--- config.mk ---
export PLATFORM = sky130hd
export DESIGN_NAME = alu_serial_responder_flat
export DESIGN_NICKNAME = d
export VERILOG_FILES = /design/src/rtl/alu_serial_responder_if.sv /design/src/rtl/alu_serial_responder.sv /design/src/flat_wrapper.sv
export SDC_FILE = /design/constraint.sdc
export NUM_CORES = 1
export LEC_CHECK = 0
export BUFFER_PORTS_ARGS = -buffer_cell sky130_fd_sc_hd__buf_2
export CORE_MARGIN = 1
export CORE_UTILIZATION = 42
export CTS_CLUSTER_SIZE = 8
export DETAILED_ROUTE_END_ITERATION = 8
export PLACE_DENSITY_LB_ADDON = 0.05
export SLEW_MARGIN = 20
export SYNTH_ARGS = -nofsm -noshare
export SYNTH_HDL_FRONTEND = slang
export SYNTH_SLANG_ARGS = --single-unit
--- constraint.sdc ---
create_clock -name clk -period 9.1 [get_ports clk]
set_input_delay 0.91 -clock clk [delete_from_list [all_inputs] [get_ports clk]]
set_output_delay 0.91 -clock clk [all_outputs]
set_load 0.03 [all_outputs]
--- src/rtl/alu_serial_responder_if.sv ---
// Serial link bundle between the ALU BFM (master) and the responder (slave).
interface alu_serial_responder_if;
  logic sin;
  logic sout;
  logic busy;

  modport master (output sin, input sout, input busy);
  modport slave  (input sin, output sout, output busy);
endinterface

--- src/rtl/alu_serial_responder.sv ---
// Far-end responder for the ALU serial link: deserializes a request frame,
// validates it, computes the ALU result and serializes a result or error frame.
module alu_serial_responder (
  input  logic                 clk,
  input  logic                 rst,
  alu_serial_responder_if.slave bus
);

  localparam logic [1:0] RX_IDLE = 2'd0;
  localparam logic [1:0] RX_BITS = 2'd1;
  localparam logic [1:0] RX_EVAL = 2'd2;
  localparam logic [1:0] RX_RESP = 2'd3;

  localparam logic [1:0] TX_IDLE = 2'd0;
  localparam logic [1:0] TX_DATA = 2'd1;
  localparam logic [1:0] TX_CTL  = 2'd2;

  localparam logic [2:0] OP_AND = 3'b000;
  localparam logic [2:0] OP_OR  = 3'b001;
  localparam logic [2:0] OP_ADD = 3'b100;
  localparam logic [2:0] OP_SUB = 3'b101;

  // MSB-first CRC, x^4+x+1, init 0
  function automatic logic [3:0] crc4_calc(input logic [67:0] din);
    logic [67:0] d;
    logic [3:0]  c;
    logic        fb;
    d = din;
    c = '0;
    for (int unsigned i = 0; i < 68; i++) begin
      fb = c[3] ^ d[67];
      c  = {c[2:0], 1'b0} ^ (fb ? 4'b0011 : 4'b0000);
      d  = d << 1;
    end
    return c;
  endfunction

  // MSB-first CRC, x^3+x+1, init 0
  function automatic logic [2:0] crc3_calc(input logic [36:0] din);
    logic [36:0] d;
    logic [2:0]  c;
    logic        fb;
    d = din;
    c = '0;
    for (int unsigned i = 0; i < 37; i++) begin
      fb = c[2] ^ d[36];
      c  = {c[1:0], 1'b0} ^ (fb ? 3'b011 : 3'b000);
      d  = d << 1;
    end
    return c;
  endfunction

  logic [1:0]  rx_state;
  logic [3:0]  rx_bit;
  logic [9:0]  rx_sr;
  logic [3:0]  data_cnt;
  logic        stop_err;
  logic [63:0] data_sr;

  logic [1:0]  tx_state;
  logic [3:0]  tx_bit;
  logic [1:0]  tx_pkt;
  logic [9:0]  tx_sr;
  logic [31:0] tx_data;
  logic [7:0]  tx_ctl;
  logic        sout_q;
  logic        busy_q;

  logic [31:0] op_b;
  logic [31:0] op_a;
  logic [2:0]  op;
  logic [3:0]  crc_rx;
  logic [32:0] sum;
  logic [32:0] diff;
  logic [31:0] res;
  logic        carry;
  logic        ovf;
  logic        op_ok;
  logic [3:0]  flags;
  logic        crc_ok;
  logic        e_data;
  logic [2:0]  err_e;
  logic        err_any;
  logic [7:0]  err_byte;
  logic [7:0]  res_ctl;
  logic        ctl_done;

  assign bus.sout = sout_q;
  assign bus.busy = busy_q;

  // The ctl packet's stop bit is being sampled this cycle
  assign ctl_done = (rx_state == RX_BITS) && (rx_bit == 4'd9) && rx_sr[8];

  // In RX_EVAL rx_sr holds {type, payload[7:0], stop}
  always_comb begin
    op_b   = data_sr[63:32];
    op_a   = data_sr[31:0];
    op     = rx_sr[7:5];
    crc_rx = rx_sr[4:1];
    sum    = {1'b0, op_b} + {1'b0, op_a};
    diff   = {1'b0, op_b} - {1'b0, op_a};
    res    = '0;
    carry  = 1'b0;
    ovf    = 1'b0;
    op_ok  = 1'b1;
    case (op)
      OP_AND: res = op_b & op_a;
      OP_OR:  res = op_b | op_a;
      OP_ADD: begin
        res   = sum[31:0];
        carry = sum[32];
        ovf   = (op_b[31] == op_a[31]) && (sum[31] != op_b[31]);
      end
      OP_SUB: begin
        res   = diff[31:0];
        carry = diff[32];
        ovf   = (op_b[31] != op_a[31]) && (diff[31] != op_b[31]);
      end
      default: op_ok = 1'b0;
    endcase
    flags   = {carry, ovf, (res == '0), res[31]};
    crc_ok  = (crc4_calc({op_b, op_a, 1'b1, op}) == crc_rx);
    e_data  = (data_cnt != 4'd8) || stop_err || !rx_sr[0];
    if (e_data)       err_e = 3'b100;
    else if (!crc_ok) err_e = 3'b010;
    else if (!op_ok)  err_e = 3'b001;
    else              err_e = 3'b000;
    err_any  = |err_e;
    err_byte = {1'b1, err_e, err_e, 1'b0};
    err_byte[0] = ^err_byte[7:1];
    res_ctl  = {1'b0, flags, crc3_calc({res, 1'b0, flags})};
  end

  always_ff @(posedge clk or posedge rst) begin
    if (rst) begin
      rx_state <= RX_IDLE;
      rx_bit   <= '0;
      rx_sr    <= '0;
      data_cnt <= '0;
      stop_err <= 1'b0;
      data_sr  <= '0;
    end else begin
      case (rx_state)
        RX_IDLE: begin
          if (!bus.sin) begin
            rx_state <= RX_BITS;
            rx_bit   <= '0;
          end
        end
        RX_BITS: begin
          rx_sr  <= {rx_sr[8:0], bus.sin};
          rx_bit <= rx_bit + 4'd1;
          if (rx_bit == 4'd9) rx_state <= RX_EVAL;
        end
        RX_EVAL: begin
          if (rx_sr[9]) begin
            rx_state <= RX_RESP;
          end else begin
            data_sr <= {data_sr[55:0], rx_sr[8:1]};
            if (data_cnt != 4'd9) data_cnt <= data_cnt + 4'd1;
            if (!rx_sr[0]) stop_err <= 1'b1;
            rx_state <= RX_IDLE;
          end
        end
        RX_RESP: begin
          // sin stays ignored until the cycle after busy drops
          if (!busy_q) begin
            rx_state <= RX_IDLE;
            data_cnt <= '0;
            stop_err <= 1'b0;
          end
        end
        default: rx_state <= RX_IDLE;
      endcase
    end
  end

  always_ff @(posedge clk or posedge rst) begin
    if (rst) begin
      tx_state <= TX_IDLE;
      tx_bit   <= '0;
      tx_pkt   <= '0;
      tx_sr    <= '0;
      tx_data  <= '0;
      tx_ctl   <= '0;
      sout_q   <= 1'b1;
      busy_q   <= 1'b0;
    end else begin
      if (ctl_done) busy_q <= 1'b1;
      case (tx_state)
        TX_IDLE: begin
          if ((rx_state == RX_EVAL) && rx_sr[9]) begin
            sout_q <= 1'b0;
            tx_bit <= '0;
            if (err_any) begin
              tx_state <= TX_CTL;
              tx_sr    <= {1'b1, err_byte, 1'b1};
            end else begin
              tx_state <= TX_DATA;
              tx_pkt   <= '0;
              tx_sr    <= {1'b0, res[31:24], 1'b1};
              tx_data  <= {res[23:0], 8'h00};
              tx_ctl   <= res_ctl;
            end
          end
        end
        TX_DATA, TX_CTL: begin
          if (tx_bit != 4'd10) begin
            sout_q <= tx_sr[9];
            tx_sr  <= {tx_sr[8:0], 1'b0};
            tx_bit <= tx_bit + 4'd1;
          end else if (tx_state == TX_CTL) begin
            tx_state <= TX_IDLE;
            sout_q   <= 1'b1;
            busy_q   <= 1'b0;
          end else begin
            // stop bit just went out: next start bit follows with no idle gap
            sout_q <= 1'b0;
            tx_bit <= '0;
            if (tx_pkt == 2'd3) begin
              tx_state <= TX_CTL;
              tx_sr    <= {1'b1, tx_ctl, 1'b1};
            end else begin
              tx_pkt  <= tx_pkt + 2'd1;
              tx_sr   <= {1'b0, tx_data[31:24], 1'b1};
              tx_data <= {tx_data[23:0], 8'h00};
            end
          end
        end
        default: tx_state <= TX_IDLE;
      endcase
    end
  end

endmodule

--- src/flat_wrapper.sv ---
// flat-port wrapper written by rule: the top's interface ports become plain ports
module alu_serial_responder_flat 
  (clk, rst, bus_sin, bus_sout, bus_busy);
  alu_serial_responder_if bus_i ();
  input  logic clk;
  input  logic rst;
  input wire logic [$bits(bus_i.sin)-1:0] bus_sin;
  output wire logic [$bits(bus_i.sout)-1:0] bus_sout;
  output wire logic [$bits(bus_i.busy)-1:0] bus_busy;
  assign bus_i.sin = bus_sin;
  assign bus_sout = bus_i.sout;
  assign bus_busy = bus_i.busy;
  alu_serial_responder u_core (.clk(clk), .rst(rst), .bus(bus_i));
endmodule
Word level (Yosys, flattened, before mapping)
Index checks and enable logic that the tools add are counted.
{"block": "totals", "register_bits": 144, "latch_bits": 0, "mem_bits_rw": 0, "mem_bits_ro": 0, "in_bits": 3, "out_inout_bits": 2, "wordCells": 451, "mem_count": 0}
{"block": "classes", "addsub": 6, "n_mul": 0, "n_div": 0, "order_cmp": 0, "eq_ne": 31, "n_shift": 0, "muxes": 163, "bitwise": 208, "reduce_logical": 29}
{"operator": "4-bit bitwise XOR", "n": 67}
{"operator": "2-bit 2-to-1 mux", "n": 120}
{"operator": "32-bit 2-to-1 mux", "n": 5}
{"operator": "32-bit one-hot mux with 4 select lines", "n": 1}
{"operator": "3-bit bitwise XOR", "n": 36}
{"operator": "1-bit bitwise XOR", "n": 99}
{"operator": "32-bit one-hot mux with 2 select lines", "n": 1}
{"operator": "10-bit 2-to-1 mux", "n": 5}
{"operator": "32-bit by 32-bit adder with 33-bit output", "n": 1}
{"operator": "32-bit by 32-bit subtractor with 33-bit output", "n": 1}
{"operator": "32-bit AND", "n": 1}
{"operator": "32-bit logical NOT", "n": 1}
{"operator": "32-bit OR", "n": 1}
{"operator": "4-bit 2-to-1 mux", "n": 7}
{"operator": "4-bit one-hot mux with 2 select lines", "n": 3}
{"operator": "10-bit one-hot mux with 2 select lines", "n": 1}
{"operator": "2-bit inequality test (second input constant)", "n": 9}
{"operator": "4-bit by 1-bit adder with 4-bit output (second input constant)", "n": 3}
{"operator": "1-bit 2-to-1 mux", "n": 12}
{"operator": "4-bit inequality test (second input constant)", "n": 3}
{"operator": "3-bit AND reduction", "n": 4}
{"operator": "2-bit equality test (second input constant)", "n": 4}
{"operator": "1-bit one-hot mux with 2 select lines", "n": 4}
{"operator": "2-bit one-hot mux with 2 select lines", "n": 2}
{"operator": "other kinds (28)", "n": 46}

Logic depth before layout (Yosys ltp)
Gate-level depths: netlist of run 1.
{"block": "logic_depth", "word_depth": 207, "ltp_mapped": 24, "mapped_depth_nobuf": 24}

Worst setup path after synthesis of run 1
Ideal clock, no wire load.
{"block": "synth_timing", "path_type": "flip-flop to flip-flop", "startpoint": "register u_core.data_sr[0]", "endpoint": "register u_core.tx_ctl[2]", "setup_time_ns": 0.128, "arrival_time_ns": 5.694, "required_time_ns": 8.972, "setup_slack_ns": 3.278, "stages_incl_launch_ff": 24, "n_path_buf": 0, "synth_period_minus_slack_ns": 5.822, "path_cell_list": "dfrtp_1 ha_1 fa_1 o21ba_2 or4_1 a211oi_1 o21ai_1 o211ai_1 a21oi_1 o31ai_1 mux2i_1 xnor2_1 a21oi_1 ha_1 o21ai_0 or4_1 nor4_1 nor4bb_1 nor4b_1 and4_1 a31oi_1 xnor3_1 xnor2_1 mux2_1"}
{"block": "synth_between", "elab_chain_len": 74, "elab_cells_between_ends": 135, "classes_between": "2 x add/sub; 3 x eq/ne; 44 x mux; 81 x bitwise; 5 x reduce/logical"}
{"item": "start, declared", "line": "alu_serial_responder.sv:58", "source": "logic [63:0] data_sr;"}
{"item": "start signal, assigned", "line": "alu_serial_responder.sv:159", "source": "data_sr <= {data_sr[55:0], rx_sr[8:1]};"}
{"item": "32-bit by 32-bit subtractor with 33-bit output or 32-bit by 32-bit adder with 33-bit output (tied branches)", "line": "alu_serial_responder.sv:101, alu_serial_responder.sv:100"}
{"item": "32-bit one-hot mux with 4 select lines", "line": "alu_serial_responder.sv:106", "source": "case (op)"}
{"item": "1-bit bitwise XOR", "line": "alu_serial_responder.sv:46", "source": "fb = c[2] ^ d[36];"}
{"item": "2-bit 2-to-1 mux", "line": "alu_serial_responder.sv:47", "source": "c = {c[1:0], 1'b0} ^ (fb ? 3'b011 : 3'b000);"}
{"item": "3-bit bitwise XOR (2 in a row)", "line": "alu_serial_responder.sv:47"}
{"item": "1-bit bitwise XOR", "line": "alu_serial_responder.sv:46"}
{"item": "2-bit 2-to-1 mux", "line": "alu_serial_responder.sv:47"}
{"item": "3-bit bitwise XOR (2 in a row)", "line": "alu_serial_responder.sv:47"}
{"item": "[... 53 more ...]"}
{"item": "2-bit 2-to-1 mux", "line": "alu_serial_responder.sv:47"}
{"item": "3-bit bitwise XOR (2 in a row)", "line": "alu_serial_responder.sv:47"}
{"item": "1-bit bitwise XOR", "line": "alu_serial_responder.sv:46"}
{"item": "2-bit 2-to-1 mux", "line": "alu_serial_responder.sv:47"}
{"item": "3-bit bitwise XOR (2 in a row)", "line": "alu_serial_responder.sv:47"}
{"item": "1-bit bitwise XOR", "line": "alu_serial_responder.sv:46"}
{"item": "2-bit 2-to-1 mux", "line": "alu_serial_responder.sv:47"}
{"item": "3-bit bitwise XOR (2 in a row)", "line": "alu_serial_responder.sv:47"}
{"item": "end signal, assigned", "line": "alu_serial_responder.sv:203", "source": "tx_ctl <= res_ctl;"}
{"item": "end, declared", "line": "alu_serial_responder.sv:65", "source": "logic [7:0] tx_ctl;"}
Several ways; a longest one is shown, not always the timed one.
A chain may end at the register's enable or synchronous reset.

Worst setup path after layout of run 1
{"block": "layout_timing", "startpoint": "register u_core.data_sr[32]", "endpoint": "register u_core.tx_ctl[2]"}
Same word-level chain as after synthesis.

==> results of run 1 <==
==> per-layer routing <==
metal | routed length (µm) | track usage [%] | share of wire (%) | up-vias
met5 | 0 | 0 | 0 | -
met3 | 2080 | 3.80 | 5.0 | 61
li1 | - | - | - | 5020
met2 | 18400 | 43.6 | 44 | 313
met4 | 1370 | 10.8 | 3.3 | 0
met1 | 19800 | 40.9 | 47 | 5161
==> per-stage QoR <==
stage / instance area [µm²] / hold slack (ns) / util [%]
final: 13200 / 0.477 / 46.0
after global routing: 13200 / 0.503 / 46.0
after CTS: 13200 / 0.481 / 46.0
after detailed placement: 12600 / 0.465 / 43.7
after global placement: 12600 / 0.461 / 43.7
after floorplan: 12300 / 0.450 / -
==> registers in the layout, indices dropped and copies added (netlist names) <==
| register | flops |
|---|---|
| u_core.tx_sr | 10 |
| u_core.data_sr | 64 |
| u_core.tx_ctl | 7 |
| u_core.bus.sout | 1 |
| u_core.stop_err | 1 |
| u_core.bus.busy | 1 |
| u_core.tx_bit | 4 |
| u_core.rx_sr | 10 |
| u_core.rx_bit | 4 |
| u_core.tx_data | 24 |
| u_core.data_cnt | 4 |
| u_core.tx_pkt | 2 |
| u_core.tx_state | 2 |
| u_core.rx_state | 2 |
==> path summary, 6_finish.rpt <==
| check | startpoint | slack, ns | to | cells past startpoint |
|---|---|---|---|---|
| min in group asynchronous | rst | 0.58 | u_core.data_sr[60]$_DFFE_PP0P_ | 2 |
| worst min-delay path | u_core.tx_sr[9]$_DFFE_PP0P_ | 0.48 | u_core.tx_sr[9]$_DFFE_PP0P_ | 1 |
| max in group asynchronous | rst | 7.07 | u_core.rx_sr[5]$_DFFE_PP0P_ | 3 |
| worst max register to register | u_core.data_sr[32]$_DFFE_PP0P_ | 2.30 | u_core.tx_ctl[2]$_DFFE_PP0P_ | 24 |
| worst max-delay path | u_core.data_sr[32]$_DFFE_PP0P_ | 2.30 | u_core.tx_ctl[2]$_DFFE_PP0P_ | 24 |
| worst min register to register | u_core.tx_sr[9]$_DFFE_PP0P_ | 0.48 | u_core.tx_sr[9]$_DFFE_PP0P_ | 1 |
==> cell usage after synthesis (4+ instances only) <==
master     count
a22oi_1        5
nand3b_1       4
o22ai_1        5
inv_1        106
nand3_1       16
nor3_1        16
a2111oi_0      6
a211oi_1      28
mux2_4        10
mux2_1         5
a21o_1        17
dfrtp_1      135
ha_1         109
and3_1         7
xnor3_1        7
xnor2_1      138
o21a_1         7
clkbuf_1      65
a32oi_1        4
o31ai_1        9
xor2_1        22
a221oi_1       9
o211ai_1      11
nand4_1        9
or3_1          5
mux2i_1       21
nand2_1      173
nand2b_1      10
a211o_1        6
o21bai_1      11
o21ai_1        5
nor2_1        99
a31oi_1       14
or4_1          4
mux2_2        22
nor2b_1        9
xnor2_2        6
nor4_1         8
buf_1          8
o21ai_0      147
and2_1         6
a22o_1        12
a21oi_1       81
==> critical path, stage by stage (launching register included) <==
cell	delay, ns
dfrtp_1	0.42
inv_1	0.10
ha_1	0.23
fa_1	0.46
o21ba_2	0.22
or4_1	0.45
a211oi_1	0.37
o21ai_1	0.22
o211ai_1	0.50
a21oi_1	0.14
o31ai_1	0.28
mux2i_1	0.14
xnor2_1	0.14
a21oi_1	0.30
ha_1	0.23
o21ai_0	0.10
or4_1	0.51
nor4_1	0.17
nor4bb_1	0.22
nor4b_1	0.29
and4_1	0.25
a31oi_1	0.13
xnor3_1	0.38
xnor2_1	0.13
mux2_1	0.28
==> kinds of logic (layout without fill, tap and decap cells) <==
| kind of cell | after synthesis | count (layout) | synth area share (%) |
|---|---|---|---|
| adder cells (fa/ha/maj) | 111 | 111 | 11.4 |
| XOR/XNOR | 176 | 176 | 14.0 |
| AO/OA/AOI/OAI | 412 | 412 | 21.2 |
| multiplexers | 58 | 58 | 5.40 |
| AND/OR/NAND/NOR | 390 | 390 | 14.5 |
| flip-flops | 136 | 136 | 27.7 |
| buffers and inverters | 183 | 154 | 5.74 |
==> area by class of cell <==
type                    instances  area [µm²]
clock buffers                  17         425
flip-flops and latches        136        3410
inverters                     107         407
repair buffers                 15         103
fillers                      2934       15600
clock inverters                15         210
well taps                     384         480
multi-input cells            1147        8190
==> results.py, run 1 <==
metrics = {
    "outcome": {
        "status": "complete, no violations",
    },
    "yosys": {
        "number_of_synthesized_flops_with_an_enable_pin": 0,
        "synth.avg_cell_area_um2": 8.39,
        "synth.top_cell.area_share_pct": 27.5,
        "synth_sequential_area_ratio_pct": 27.7,
        "synth_cell_type_count": 86,
        "synth_area_um2": 12300,
        "syn-num-nets": 1580,
        "synthArstFlopShare_pct": 100,
        "ys_top_cells_by_area": "dfrtp_1, ha_1, xnor2_1",
        "ys_seq_elements": 136,
        "synth_top_flop_cell": "dfrtp_1",
        "synth.largest_area_cell": "dfrtp_1",
        "synthCells": 1466,
        "synth_warnings": 0,
    },
    "worst_setup_path": {
        "worst-endpoint-arrival_ns": 7.12,
        "cp-start-kind": "flip-flop",
        "critical_path_class": "flip-flop to flip-flop",
        "critical_path_required_ns": 9.42,
        "critPathMaxFanout": 5,
        "cp-end-kind": "flip-flop",
    },
    "placement": {
        "dp_cells": 1789,
        "count_of_buffers_inserted_at_the_top_level_ports": 4,
        "dp_hpwl_um": 32000,
        "gp_routability_congestion": 0.962,
        "place_worst_setup_slack_ns": 2.41,
    },
    "clock_tree": {
        "tritoncts.num_buffers": 17,
        "h-tree-depth": 4,
        "path_clk_slew_ns": 0.06,
        "post-cts-setup-buffer-count": 0,
        "insertion_delay_ns": 0.45,
        "cts_tree": "yes",
        "clock_tree.root_cell": "clkbuf_16",
        "clockBufferDepth": 2,
        "ctsHoldBuffers": 0,
        "cts_resized": 0,
        "clkSinkCount": 136,
    },
    "drt": {
        "detail_route.wl_per_cell_um": 22.9,
        "avgViaCountPerCell": 5.80,
        "number_of_antenna_violating_nets_in_the_routed_design": 0,
        "routed-via-count": 10600,
        "detailedRoute.firstPassIterationCount": 6,
        "route.detailed.drc": 0,
        "initial_drc_count": 964,
        "wl_um": 41600,
    },
    "die": {
        "io-pin-count": 5,
        "dieWidth_um": 173,
        "initial_core_util_pct": 42.7,
        "design.die.area_um2": 30000,
        "die_height_um": 173,
        "placement_rows": 62,
        "core_region_area_um2": 28800,
    },
    "layout": {
        "final_common_cell": "nand2_1",
        "layout-drive-gt1-share_pct": 7.17,
        "commonest_cells_after_routing_fill_and_taps_aside": "nand2_1, o21ai_0, xnor2_1",
        "area_delta_synth_final_pct": 7.57,
        "final_nets": 1538,
        "antenna_cells_inserted": 0,
        "layout.cells.non_filler": 1821,
    },
    "sta": {
        "rsz0062_at_grt": "no",
        "layout_skew_ns": 0.0163,
        "fmax_ghz": 0.147,
        "finalSetupViolations": 0,
        "finalHoldViolCount": 0,
        "sum_neg_setup_slack_ns": 0,
        "final_worst_setup_slack_ns": 2.30,
        "min_period_over_period_pct": 74.7,
        "worst-slew-pin-transition_ns": 1.03,
        "final.min_clock_period_ns": 6.80,
        "final-max-slew-violation-count": 0,
        "timing.slew.headroom_pct": 31.6,
    },
    "grt": {
        "grt-ovfl-total": 0,
        "grt_antenna_before_repair": 0,
        "grt_first_pass_wirelength_um": 64300,
        "first_global_vias": 10200,
        "pin_count_of_the_biggest_net_entering_global_routing": 109,
        "groute.usage.overall_pct": 28.5,
    },
    "min_path": {
        "holdCritPathClass": "flip-flop to flip-flop",
    },
    "flow_run": {
        "cap_viol_max_count": 0,
    },
}
Power of run 1 is left out: the tool's default activity adds up to more than one toggle a clock period on the data nets, which glitch-free logic cannot reach.
==> run 2: changes to the inputs <==
- clock period: 9.1 -> 7.15 ns (I/O delays scaled with it)
==> results.py, run 2 (same netlist as run 1, synthesis figures left out) <==
metrics = {
    "worst_setup_path": {
        "critical_path.cell_chain": "ha_1 > fa_1 > a21o_1 > a221o_1 > a221oi_1 > a2111oi_0 > o21bai_1 > o21ai_0 > a31oi_1 > mux2i_1 > xnor2_1 > a21oi_1 > ha_1 > o21ai_0 > or4_1 > nor4_1 > nor4bb_1 > nor4b_1 > and4_1 > a31oi_1 > xnor3_1 > xnor2_1 > mux2_1",
        "cp-start-kind": "flip-flop",
        "worst_reg2reg_path_endpoint": "u_core.tx_ctl[2]$_DFFE_PP0P_",
        "critPathMaxFanout": 6,
        "critical_path_required_ns": 7.48,
        "critical_path_class": "flip-flop to flip-flop",
        "crit_path_max_incr_delay_ns": 0.65,
        "library_cell_contributing_the_largest_single_delay_on_the_critical_path": "a221oi_1",
        "cp_top_family": "compound AO/OA/AOI/OAI gates",
        "cp-end-kind": "flip-flop",
        "worst-endpoint-arrival_ns": 7.00,
        "reg2reg_setup_slack_ns": 0.48,
        "depth_of_the_worst_register_to_register_path": 23,
        "timing.rr.start": "u_core.data_sr[0]$_DFFE_PP0P_",
        "timing.critical_path.buf_inv": 0,
    },
    "grt": {
        "grt.busiest_layer": "met2",
        "globalRouteMet2Util_pct": 43.6,
        "grt_antenna_before_repair": 0,
        "first_global_vias": 10300,
        "grt_first_pass_wirelength_um": 64400,
        "groute.usage.overall_pct": 28.6,
        "grt-ovfl-total": 0,
        "gr-usage-met1_pct": 39.8,
        "pin_count_of_the_biggest_net_entering_global_routing": 115,
        "grtUsageMet3_pct": 5.85,
    },
    "sta": {
        "final.min_clock_period_ns": 6.67,
        "layout_skew_ns": 0.0134,
        "fmax_ghz": 0.150,
        "final-max-slew-violation-count": 0,
        "timing.slew.headroom_pct": 30.8,
        "worst-slew-pin-transition_ns": 1.04,
        "finalHoldViolCount": 0,
        "hold_ws_ns": 0.381,
        "min_period_over_period_pct": 93.3,
        "sum_neg_setup_slack_ns": 0,
        "rsz0062_at_grt": "no",
        "finalSetupViolations": 0,
        "final_worst_setup_slack_ns": 0.479,
    },
    "die": {
        "initial_core_util_pct": 42.7,
        "io-pin-count": 5,
        "placement_rows": 62,
        "design.die.area_um2": 30000,
        "die_height_um": 173,
        "core_region_area_um2": 28800,
        "dieWidth_um": 173,
    },
    "layout": {
        "area_delta_synth_final_pct": 8.26,
        "commonest_cells_after_routing_fill_and_taps_aside": "nand2_1, o21ai_0, xnor2_1",
        "top_register": "u_core.data_sr",
        "layout-drive-gt1-share_pct": 7.80,
        "final_nets": 1549,
        "largest_register_ff_count": 64,
        "final_common_cell": "nand2_1",
        "largest_registers": "u_core.data_sr x64, u_core.tx_data x24",
        "antenna_cells_inserted": 0,
        "fillers": 2864,
    },
    "drt": {
        "number_of_antenna_violating_nets_in_the_routed_design": 0,
        "avgViaCountPerCell": 5.74,
        "wl_um": 41800,
        "route.detailed.drc": 0,
        "detailedRoute.firstPassIterationCount": 5,
        "initial_drc_count": 792,
        "detail_route.wl_per_cell_um": 22.8,
        "routed-via-count": 10500,
    },
    "placement": {
        "dp_hpwl_um": 32400,
        "place_worst_setup_slack_ns": 0.718,
        "count_of_buffers_inserted_at_the_top_level_ports": 4,
        "gp_routability_congestion": 0.961,
    },
    "clock_tree": {
        "cts_tree": "yes",
        "post-cts-setup-buffer-count": 0,
        "tritoncts.num_buffers": 17,
        "clkSinkCount": 136,
        "insertion_delay_ns": 0.46,
        "path_clk_slew_ns": 0.07,
        "h-tree-depth": 4,
        "clock_tree.root_cell": "clkbuf_16",
        "ctsHoldBuffers": 0,
        "cts_resized": 0,
        "clockBufferDepth": 2,
    },
    "outcome": {
        "status": "complete, no violations",
    },
    "flow_run": {
        "cap_viol_max_count": 0,
    },
    "min_path": {
        "holdCritPathClass": "input port to asynchronous set/reset pin",
    },
}
run 2: cell types whose count changed in the layout (fill, tap and decap cells not counted):
cell,change
inv_8,-2
clkinv_2,+1
bufinv_16,+1
buf_4,+11
clkbuf_1,+1
clkinvlp_4,+2
inv_6,-2
clkbuf_8,+1
clkinv_4,-1
clkinv_8,-1
run 2: worst max path at each step:
stage	from	end	slack, ns	cells after the start
floorplan	u_core.data_sr[0]$_DFFE_PP0P_	u_core.tx_ctl[2]$_DFFE_PP0P_	1.33	23
global placement	u_core.data_sr[11]$_DFFE_PP0P_	u_core.tx_ctl[2]$_DFFE_PP0P_	0.65	24
detailed placement	u_core.data_sr[0]$_DFFE_PP0P_	u_core.tx_ctl[2]$_DFFE_PP0P_	0.72	23
CTS	u_core.data_sr[0]$_DFFE_PP0P_	u_core.tx_ctl[2]$_DFFE_PP0P_	0.67	23
global route	u_core.data_sr[0]$_DFFE_PP0P_	u_core.tx_ctl[2]$_DFFE_PP0P_	0.007	23
finish	u_core.data_sr[0]$_DFFE_PP0P_	u_core.tx_ctl[2]$_DFFE_PP0P_	0.48	23
run 2: routing by layer:
layer | up-vias | wire length (µm)
met5 | - | 0
met4 | 0 | 1370
met3 | 53 | 2110
met2 | 286 | 18400
met1 | 5148 | 19900
li1 | 5022 | -
run 2: layout make-up:
class / count / area (µm²) / share of cell area, %
multi-input cells: 1147 / 8190 / 61.5
well taps: 384 / 480 / 3.61
inverters: 107 / 407 / 3.06
clock buffers: 19 / 443 / 3.33
clock inverters: 13 / 195 / 1.47
flip-flops and latches: 136 / 3410 / 25.6
repair buffers: 26 / 185 / 1.39
run 2: worst reg2reg max path, cell delays in order, from the launching register on:
cell and delay [ns]:
dfrtp_1 0.45, ha_1 0.28, fa_1 0.41, a21o_1 0.19, a221o_1 0.38, a221oi_1 0.65, a2111oi_0 0.30, o21bai_1 0.32
o21ai_0 0.15, a31oi_1 0.22, mux2i_1 0.12, xnor2_1 0.14, a21oi_1 0.28, ha_1 0.23, o21ai_0 0.10, or4_1 0.51
nor4_1 0.14, nor4bb_1 0.22, nor4b_1 0.27, and4_1 0.25, a31oi_1 0.13, xnor3_1 0.38, xnor2_1 0.13, mux2_1 0.27
run 2: through the flow:
| stage | std cells | cell area, µm² | utilization, % |
|---|---|---|---|
| 2_1_floorplan | 1466 | 12300 | - |
| 3_3_place_gp | 1800 | 12700 | 44.0 |
| 3_5_place_dp | 1800 | 12700 | 44.0 |
| 4_1_cts | 1832 | 13300 | 46.2 |
| 5_1_grt | 1832 | 13300 | 46.2 |
| 6_report | 1832 | 13300 | 46.2 |
Power of run 2 is left out for the same reason.
==> run 3: changes to the inputs <==
- ABC_AREA: unset -> 1
==> results.py, run 3 <==
metrics = {
    "clock_tree": {
        "cts_tree": "yes",
        "clockBufferDepth": 2,
        "tritoncts.num_buffers": 17,
        "clock_tree.root_cell": "clkbuf_16",
        "ctsHoldBuffers": 0,
        "h-tree-depth": 4,
        "clkSinkCount": 136,
        "insertion_delay_ns": 0.47,
        "path_clk_slew_ns": 0.07,
    },
    "drt": {
        "wl_met2_um": 23400,
        "wl_um": 52000,
        "topRoutingLayerUsed": "met4",
        "routed-via-count": 15000,
        "number_of_antenna_violating_nets_in_the_routed_design": 0,
        "initial_drc_count": 1288,
        "route.met3.wl_um": 3100,
        "detailedRoute.firstPassIterationCount": 6,
        "detail_route.wl_per_cell_um": 18.9,
        "route.detailed.drc": 0,
        "avgViaCountPerCell": 5.47,
        "met1_length_um": 24300,
    },
    "worst_setup_path": {
        "worst-endpoint-arrival_ns": 7.12,
        "library_cell_contributing_the_largest_single_delay_on_the_critical_path": "dfrtp_1",
        "depth_of_the_worst_register_to_register_path": 67,
        "critical_path_class": "flip-flop to flip-flop",
        "cp_top_family": "simple AND/OR/NAND/NOR gates",
        "cp-end-kind": "flip-flop",
        "reg2reg_setup_slack_ns": 0.39,
        "worst_reg2reg_path_endpoint": "u_core.tx_data[17]$_DFFE_PP0P_",
        "critPathMaxFanout": 7,
        "worst_path_most_repeated_cell": "nand2_2",
        "timing.rr.start": "u_core.data_sr[58]$_DFFE_PP0P_",
        "cp-start-kind": "flip-flop",
        "critical_path_required_ns": 7.50,
        "timing.critical_path.buf_inv": 7,
        "crit_path_max_incr_delay_ns": 0.48,
    },
    "placement": {
        "gp_routability_congestion": 1.01,
        "dp_hpwl_um": 39800,
        "dp_cells": 2680,
        "count_of_buffers_inserted_at_the_top_level_ports": 4,
    },
    "grt": {
        "groute.usage.overall_pct": 30.7,
        "first_global_vias": 13800,
        "pin_count_of_the_biggest_net_entering_global_routing": 125,
        "grt_antenna_before_repair": 0,
        "grt_first_pass_wirelength_um": 78500,
        "grt-ovfl-total": 0,
    },
    "layout": {
        "antenna_cells_inserted": 0,
        "fillers": 3365,
        "layout-drive-gt1-share_pct": 21.2,
        "top_register": "u_core.data_sr",
        "largest_registers": "u_core.data_sr x64, u_core.tx_data x24",
        "final_common_cell": "nand2_1",
        "largest_register_ff_count": 64,
        "area_delta_synth_final_pct": 20.5,
        "final_nets": 2405,
        "layout.cells.non_filler": 2746,
        "commonest_cells_after_routing_fill_and_taps_aside": "nand2_1, inv_1, nand3_1",
    },
    "sta": {
        "finalSetupViolations": 0,
        "min_period_over_period_pct": 94.6,
        "fmax_ghz": 0.148,
        "worst-slew-pin-transition_ns": 0.854,
        "finalHoldViolCount": 0,
        "layout_skew_ns": 0.0125,
        "final.min_clock_period_ns": 6.76,
        "timing.slew.headroom_pct": 43.1,
        "final-max-slew-violation-count": 0,
        "sum_neg_setup_slack_ns": 0,
        "rsz0062_at_grt": "yes",
    },
    "yosys": {
        "synth_cell_type_count": 54,
        "synth_sequential_area_ratio_pct": 24.5,
        "synthCells": 2236,
        "synth.largest_area_cell": "dfrtp_1",
        "synth_top_flop_cell": "dfrtp_1",
        "synth.avg_cell_area_um2": 6.20,
        "synth_warnings": 0,
        "synth.top_cell.area_share_pct": 24.4,
        "ys_seq_elements": 136,
        "number_of_synthesized_flops_with_an_enable_pin": 0,
        "synth_area_um2": 13900,
        "ys_top_cells_by_area": "dfrtp_1, nand2_1, ha_1",
        "synthMostInstantiatedCell": "nand2_1",
        "synth_top_cells_by_count": "nand2_1, nand3_1, inv_1",
        "syn-num-nets": 2350,
        "synthArstFlopShare_pct": 100,
    },
    "die": {
        "core_region_area_um2": 32500,
        "design.die.area_um2": 33800,
        "placement_rows": 66,
        "dieWidth_um": 184,
        "io-pin-count": 5,
        "initial_core_util_pct": 42.6,
        "die_height_um": 184,
    },
    "flow_run": {
        "cap_viol_max_count": 0,
    },
    "outcome": {
        "status": "complete, no violations",
    },
    "min_path": {
        "holdCritPathClass": "input port to asynchronous set/reset pin",
    },
}
-- run 3: cell types whose count changed in the layout (fill, tap and decap cells not counted), sizes merged, moves of 17 or more --
cell / previous run / this run
xnor2: 144 / 6
o21ai: 152 / 188
nand2: 174 / 770
a211oi: 28 / 3
mux2: 37 / 0
a21oi: 81 / 118
inv: 109 / 282
nor2: 100 / 119
mux2i: 21 / 2
buf: 26 / 93
nand3: 16 / 277
a21o: 17 / 0
-- run 3: worst max path at each step --
stage / startpoint / end / slack (ns) / depth (start not counted)
final: u_core.data_sr[58]$_DFFE_PP0P_ / u_core.tx_data[17]$_DFFE_PP0P_ / 0.39 / 67
after global routing: u_core.data_sr[32]$_DFFE_PP0P_ / u_core.tx_ctl[1]$_DFFE_PP0P_ / -0.17 / 66
after CTS: u_core.data_sr[4]$_DFFE_PP0P_ / u_core.tx_ctl[1]$_DFFE_PP0P_ / 0.08 / 55
after detailed placement: u_core.data_sr[4]$_DFFE_PP0P_ / u_core.tx_ctl[1]$_DFFE_PP0P_ / 0.12 / 55
after global placement: u_core.data_sr[4]$_DFFE_PP0P_ / u_core.tx_ctl[1]$_DFFE_PP0P_ / 0.16 / 55
after floorplan: u_core.data_sr[34]$_DFFE_PP0P_ / u_core.tx_ctl[2]$_DFFE_PP0P_ / 1.26 / 56
-- run 3: logic make-up (layout without fill, tap and decap cells) --
kind of cell	after synthesis	in the layout	share of synthesized area, %
compound gates	381	381	15.3
simple gates	1232	1232	38.4
mux	2	2	0.144
fa+ha+maj	111	111	10.1
xor+xnor	31	31	1.96
flops	136	136	24.5
buf+inv	343	411	9.44
-- run 3: repair_timing --
item,CTS,global route
buffers inserted,0,31
resized for setup,0,341
setup endpoints to repair,0,44
-- run 3: per-layer routing --
| metal | global-route usage [%] | vias up |
|---|---|---|
| li1 | - | 7432 |
| met1 | 42.8 | 7061 |
| met2 | 47.9 | 451 |
| met3 | 5.33 | 77 |
| met4 | 9.73 | 0 |
| met5 | 0 | - |
-- run 3: through the flow --
stage,util [%],area [µm²],hold slack [ns],worst slack (ns)
3_3_place_gp,45.1,14700,0.455,0.162
6_report,51.4,16700,0.432,0.387
5_1_grt,51.4,16700,0.476,-0.173
2_1_floorplan,-,13900,0.437,1.26
3_5_place_dp,45.1,14700,0.458,0.120
4_1_cts,46.8,15200,0.462,0.0794
-- run 3: final cells by class --
type | count | area [µm²] | area share (%)
Inverter | 284 | 1100 | 6.55
Timing Repair Buffer | 95 | 769 | 4.60
Tap cell | 442 | 553 | 3.31
Clock inverter | 12 | 118 | 0.703
Sequential cell | 136 | 3420 | 20.5
Multi-Input combinational cell | 1757 | 10300 | 61.7
Clock buffer | 20 | 447 | 2.67
Power of run 3 is left out for the same reason.
